$ cat config.mk
export PLATFORM = sky130hd
export DESIGN_NAME = if_fetch_queue
export DESIGN_NICKNAME = d
export VERILOG_FILES = /design/src/rtl/if_fetch_queue.sv
export SDC_FILE = /design/constraint.sdc
export NUM_CORES = 1
export LEC_CHECK = 0
export ABC_AREA = 1
export ABC_CLOCK_PERIOD_IN_PS = 4800
export CELL_PAD_IN_SITES_DETAIL_PLACEMENT = 0
export CELL_PAD_IN_SITES_GLOBAL_PLACEMENT = 1
export CORE_MARGIN = 2
export CORE_UTILIZATION = 40
export DETAILED_ROUTE_END_ITERATION = 10
export DONT_BUFFER_PORTS = 1
export GPL_TIMING_DRIVEN = 0
export PLACE_DENSITY_LB_ADDON = 0.15
export SYNTH_ARGS = -nofsm -noshare
export SYNTH_HDL_FRONTEND = slang
export SYNTH_SLANG_ARGS = --single-unit
export TNS_END_PERCENT = 10
$ cat constraint.sdc
create_clock -name clk -period 4.8 [get_ports clk]
set_clock_uncertainty 0.15 [all_clocks]
set_input_delay 0 -clock clk [delete_from_list [all_inputs] [get_ports clk]]
set_output_delay 0 -clock clk [all_outputs]
set_load 0.02 [all_outputs]
$ cat src/rtl/if_fetch_queue.sv
// Instruction-fetch stage: sequential imem requests, in-order responses, FQ_DEPTH-entry {pc, inst}
// queue toward ID, with redirect flush. Optional feature: define IF_MISALIGN_TRAP_EN.
module if_fetch_queue #(
  parameter int unsigned     XLEN      = 32,
  parameter logic [XLEN-1:0] RESET_PC  = '0,
  parameter int unsigned     FQ_DEPTH  = 4,
  parameter int unsigned     MAX_OUTST = 2
) (
  input  logic            clk,
  input  logic            rst,
  input  logic            id_redirect,
  input  logic [XLEN-1:0] id_target,
  input  logic            ex_redirect,
  input  logic [XLEN-1:0] ex_target,
  output logic            imem_req_valid,
  input  logic            imem_req_ready,
  output logic [XLEN-1:0] imem_req_addr,
  input  logic            imem_rsp_valid,
  input  logic [XLEN-1:0] imem_rsp_data,
  output logic            out_valid,
  input  logic            out_ready,
  output logic [XLEN-1:0] out_pc,
`ifdef IF_MISALIGN_TRAP_EN
  output logic            out_misalign,
`endif
  output logic [XLEN-1:0] out_inst
);

  localparam int unsigned     PW      = (FQ_DEPTH > 1) ? $clog2(FQ_DEPTH) : 1;
  // Counters carry one spare bit so count+outst never overflows in the reserve compare.
  localparam int unsigned     CW      = PW + 2;
  localparam logic [XLEN-1:0] PC_STEP = XLEN'(XLEN / 8);
  localparam logic [CW-1:0]   DEPTH_C = CW'(FQ_DEPTH);
  localparam logic [CW-1:0]   OUTST_C = CW'(MAX_OUTST);

  logic [XLEN-1:0] pc_q, pc_d;
  logic [XLEN-1:0] rsp_pc_q, rsp_pc_d;
  logic [PW-1:0]   head_q, head_d;
  logic [PW-1:0]   tail_q, tail_d;
  logic [CW-1:0]   count_q, count_d;
  logic [CW-1:0]   outst_q, outst_d;
  logic [CW-1:0]   kill_q, kill_d;

  logic [XLEN-1:0] pc_mem_q   [FQ_DEPTH];
  logic [XLEN-1:0] inst_mem_q [FQ_DEPTH];

  logic            redirect;
  logic [XLEN-1:0] raw_target;
  logic [XLEN-1:0] redir_target;
  logic            fetch_halt;
  logic            inject;
  logic            req_fire;
  logic            rsp_fire;
  logic            rsp_keep;
  logic            push;
  logic            pop;
  logic [XLEN-1:0] push_inst;

  assign redirect   = ex_redirect | id_redirect;
  assign raw_target = ex_redirect ? ex_target : id_target;

`ifdef IF_MISALIGN_TRAP_EN
  localparam logic [XLEN-1:0] NOP_INST = XLEN'(32'h0000_0013);

  logic            halt_q, halt_d;
  logic            pend_q, pend_d;
  logic            redir_misaligned;
  logic            mis_mem_q [FQ_DEPTH];

  assign redir_target     = raw_target;
  assign redir_misaligned = |raw_target[1:0];
  assign fetch_halt       = halt_q;
  // Once every stale response has been discarded the trap entry is the only thing left to queue.
  assign inject           = pend_q && (kill_q == '0) && !redirect;
  assign push_inst        = inject ? NOP_INST : imem_rsp_data;

  always_comb begin
    halt_d = halt_q;
    pend_d = pend_q;
    if (redirect) begin
      halt_d = redir_misaligned;
      pend_d = redir_misaligned;
    end else if (inject) begin
      pend_d = 1'b0;
    end
  end

  always_ff @(posedge clk) begin
    if (rst) begin
      halt_q <= 1'b0;
      pend_q <= 1'b0;
    end else begin
      halt_q <= halt_d;
      pend_q <= pend_d;
    end
  end

  always_ff @(posedge clk) begin
    if (push) begin
      mis_mem_q[tail_q] <= inject;
    end
  end

  assign out_misalign = out_valid & mis_mem_q[head_q];
`else
  assign redir_target = raw_target & ~XLEN'(3);
  assign fetch_halt   = 1'b0;
  assign inject       = 1'b0;
  assign push_inst    = imem_rsp_data;
`endif

  // Reserve a queue slot for every in-flight request so a response can always be accepted.
  assign imem_req_valid = !rst && !redirect && !fetch_halt
                          && ((count_q + outst_q) < DEPTH_C)
                          && (outst_q < OUTST_C);
  assign imem_req_addr  = pc_q;

  assign req_fire = imem_req_valid && imem_req_ready;
  assign rsp_fire = imem_rsp_valid && (outst_q != '0);
  assign rsp_keep = rsp_fire && (kill_q == '0);
  assign push     = (rsp_keep || inject) && !redirect;
  assign pop      = out_valid && out_ready && !redirect;

  assign out_valid = (count_q != '0);
  assign out_pc    = out_valid ? pc_mem_q[head_q]   : '0;
  assign out_inst  = out_valid ? inst_mem_q[head_q] : '0;

  always_comb begin
    pc_d     = pc_q;
    rsp_pc_d = rsp_pc_q;
    head_d   = head_q;
    tail_d   = tail_q;
    count_d  = count_q;
    outst_d  = outst_q + CW'(req_fire) - CW'(rsp_fire);
    kill_d   = kill_q;

    if (redirect) begin
      pc_d     = redir_target;
      rsp_pc_d = redir_target;
      head_d   = '0;
      tail_d   = '0;
      count_d  = '0;
      // Everything still in flight after this edge belongs to the abandoned path.
      kill_d   = outst_q - CW'(rsp_fire) + CW'(req_fire);
    end else begin
      if (req_fire) begin
        pc_d = pc_q + PC_STEP;
      end
      if (rsp_fire && (kill_q != '0)) begin
        kill_d = kill_q - CW'(1);
      end
      if (rsp_keep) begin
        rsp_pc_d = rsp_pc_q + PC_STEP;
      end
      if (push) begin
        tail_d = tail_q + PW'(1);
      end
      if (pop) begin
        head_d = head_q + PW'(1);
      end
      count_d = count_q + CW'(push) - CW'(pop);
    end
  end

  always_ff @(posedge clk) begin
    if (rst) begin
      pc_q     <= RESET_PC;
      rsp_pc_q <= RESET_PC;
      head_q   <= '0;
      tail_q   <= '0;
      count_q  <= '0;
      outst_q  <= '0;
      kill_q   <= '0;
    end else begin
      pc_q     <= pc_d;
      rsp_pc_q <= rsp_pc_d;
      head_q   <= head_d;
      tail_q   <= tail_d;
      count_q  <= count_d;
      outst_q  <= outst_d;
      kill_q   <= kill_d;
    end
  end

  // Responses return in order, so the pc of a kept response is simply the running rsp_pc_q.
  always_ff @(posedge clk) begin
    if (push) begin
      pc_mem_q[tail_q]   <= rsp_pc_q;
      inst_mem_q[tail_q] <= push_inst;
    end
  end

endmodule

==> flow_metrics.tcl <==
set metrics [dict create \
    status "finished clean" \
    hpwl_mm 32.0 \
    r2r-end "count_q[2]$_SDFF_PP0_" \
    grt_use_met2_pct 40.3 \
    place_congestion 0.904 \
    busiest_layer "met2" \
    clk_pin_slew_ns 0.06 \
    rows 71 \
    die_x_microns 200 \
    hold_ws_ns 0.0356 \
    drt-initial-drc-count 825 \
    cts_buffer_depth 3 \
    cts_tree "built" \
    hp-class "input port to register" \
    min_to "inst_mem_q[3][6]$_DFFE_PP_" \
    min_period_over_period_pct 75.6 \
    ant_nets 0 \
    clock-sinks 326 \
    num_io_pins 201 \
    yosys_warnings 0 \
    worst_pin_slew_ns 0.855 \
    yosysTopAreaCell "edfxtp_1" \
    ys_seq_area_share_pct 58.7 \
    power_frac_seq_pct 49.6 \
    p_clk_share_pct 38.9 \
    final_cell_mix "nor2_1, nand2_1, edfxtp_1" \
    worstPathArrival_ns 3.86 \
    cts-resized-gates 0 \
    wire_per_inst_microns 18.9 \
    p_sw_mw 1.76 \
    ys_ff_latch 326 \
    power_frac_comb_pct 11.5 \
    rr_startpoint "outst_q[2]$_SDFF_PP0_" \
    synthSimpleGateAreaFrac_pct 22.9 \
    netSwitchingFraction_pct 26.0 \
    antenna_cells 0 \
    grt_pass1_vias 12100 \
    dpl_cell_area_sq_um 16200 \
    antenna_found_initial 0 \
    ys_top_cells_by_area "edfxtp_1, nor2_1, dfxtp_1" \
    synth_fa_ha_area_share_pct 1.89 \
    peakVddDrop_mv 0.211 \
    drt-total-wl_mm 46.4 \
    post-route-drc-count 0 \
    cp-start-kind "input port" \
    hold_violations 0 \
    die_h_microns 200 \
    r2r_cells 15 \
    grt-ovfl-total 0 \
    post-place-ws_ns 1.41 \
    use_met1_pct 29.5 \
    cp-end-kind "register" \
    max_freq_mhz 276 \
    port_buffers 0 \
    synth_top_family_by_area "simple AND/OR/NAND/NOR gates" \
    syn_avg_cell_area_sq_um 8.69 \
    slew_headroom_pct 43.0 \
    core_area_sq_um 37800 \
    r2r_setup_slack_ns 1.40 \
    insertion_delay_ns 0.53 \
    slew_violations 0 \
    vias 12500 \
    postLayoutCellArea_sq_um 18400 \
    die_area_sq_um 40000 \
    cts_made_buffers 36 \
    synthDistinctLibCells 36 \
    start_util_pct 40.7 \
    synthMuxAreaShare_pct 0 \
    p_per_area_nw_per_um2 369 \
    worstPathMaxFanout 10 \
    grt_use_total_pct 23.2 \
    drive_gt1_share_pct 4.78 \
    finalSetupViolations 0 \
    first_pass_iters 5 \
    rsz0062_at_grt "no" \
    synth_top_cell_area_share_pct 48.5 \
    p_int_mw 5.02 \
    synthesis.area_sq_um 15400 \
    layout_setup_ws_ns 1.17 \
    p_leak_nw 6.67 \
    fillers 3602 \
    final_common_cell "nor2_1" \
    cts_hold_buf 104 \
    final_net_count 2045 \
    synthCells 1767 \
    whs_path_depth 1 \
    h-tree-depth 2 \
    fin_crit_ns 3.63 \
    critPathKind "input port to register" \
    synth-compound-area-share_pct 10.9 \
    grt_max_degree 28 \
    post-cts-setup-buffer-count 0 \
    vias_per_cell 5.10 \
    root_buffer "clkbuf_16" \
    area_delta_synth_final_pct 19.6 \
    required_ns 5.03 \
    grt_use_met3_pct 3.98 \
    max-cap-violations 0 \
    hold_start "imem_rsp_data[6]" \
    synth-xor-area-share_pct 0.513 \
    grt_pass1_wl_mm 69.6 \
]
==> worst max-delay path, stage by stage <==
cell           delay, ns
dlygate4sd3_1       0.67
nor2_8              0.23
dlygate4sd3_1       0.70
nand2_2             0.16
nor2_2              0.11
nand2_1             0.06
nor2_2              0.10
nand3_2             0.13
buf_2               0.25
ha_1                0.30
inv_1               0.06
ha_1                0.16
inv_1               0.06
fa_1                0.52
nor2_1              0.05
o21ai_0             0.19
a21oi_1             0.09
==> cell usage after synthesis, drive strengths merged <==
library cell / count
o211ai: 3
or2: 1
o21ai: 196
ha: 20
nand3b: 10
a21oi: 124
nor3b: 1
xor2: 7
nand2: 276
dfxtp: 78
edfxtp: 248
xnor2: 2
nand3: 73
conb: 1
and3: 1
a31oi: 4
nand4: 6
clkbuf: 56
fa: 2
nor2: 498
a31o: 2
inv: 110
nor3: 14
buf: 31
and2: 1
o22ai: 1
o21bai: 1
==> cells by family after synthesis <==
family | after synthesis
and+or+nand+nor | 881
DFF | 326
buffers and inverters | 197
xor gates and xnor gates | 9
adders and majority gates | 22
AOI/OAI and AO/OA | 331
other | 1
==> sequential cells by signal, summed over array words and instances, names as in the netlist, named ones only <==
signal	count
count_q	4
head_q	2
imem_req_addr	30
inst_mem_q	128
kill_q	4
outst_q	4
pc_mem_q	120
rsp_pc_q	30
tail_q	2
==> per-layer routing <==
layer | share of wire [%] | routed length [microns]
met5 | 0 | 0
met4 | 2.5 | 1170
met1 | 44 | 20300
met3 | 5.6 | 2580
met2 | 48 | 22400
==> area by class of cell <==
class	count	area, sq um	share of cell area, %
Clock buffer	46	970	5.28
Timing Repair Buffer	112	1210	6.58
Inverter	110	413	2.25
Sequential cell	326	9010	49.1
Tap cell	511	639	3.48
Multi-Input combinational cell	1247	5610	30.5
Clock inverter	19	150	0.818
Buffer	87	365	1.99
==> power groups by stage <==
stage / registers, mW / logic [mW] / clock network, mW
after floorplan: 3.36 / 0.500 / 0
after CTS: 3.36 / 0.783 / 2.70
after global placement: 3.42 / 0.660 / 0
final: 3.36 / 0.782 / 2.64
after detailed placement: 3.42 / 0.680 / 0
after global routing: 3.38 / 0.890 / 2.81
==> stage by stage <==
step | total power, mW | setup TNS (ns) | util, % | cells
6_report | 6.78 | 0 | 48.6 | 2458
5_1_grt | 7.08 | 0 | 48.6 | 2458
4_1_cts | 6.84 | 0 | 48.6 | 2458
3_5_place_dp | 4.10 | 0 | 42.9 | 2289
3_3_place_gp | 4.08 | -608.56 | 42.4 | 2281
2_1_floorplan | 3.86 | 0 | - | 1770
==> worst max path at each step <==
| stage | start | end | cells after the start |
|---|---|---|---|
| floorplan | outst_q[2]$_SDFF_PP0_ | inst_mem_q[0][0]$_DFFE_PP_ | 9 |
| global placement | outst_q[2]$_SDFF_PP0_ | inst_mem_q[1][5]$_DFFE_PP_ | 9 |
| detailed placement | outst_q[2]$_SDFF_PP0_ | count_q[2]$_SDFF_PP0_ | 15 |
| CTS | id_redirect | kill_q[1]$_SDFFE_PP0P_ | 17 |
| global route | id_redirect | kill_q[2]$_SDFFE_PP0P_ | 18 |
| finish | id_redirect | kill_q[1]$_SDFFE_PP0P_ | 17 |
Power figures use the tool's default switching activity.
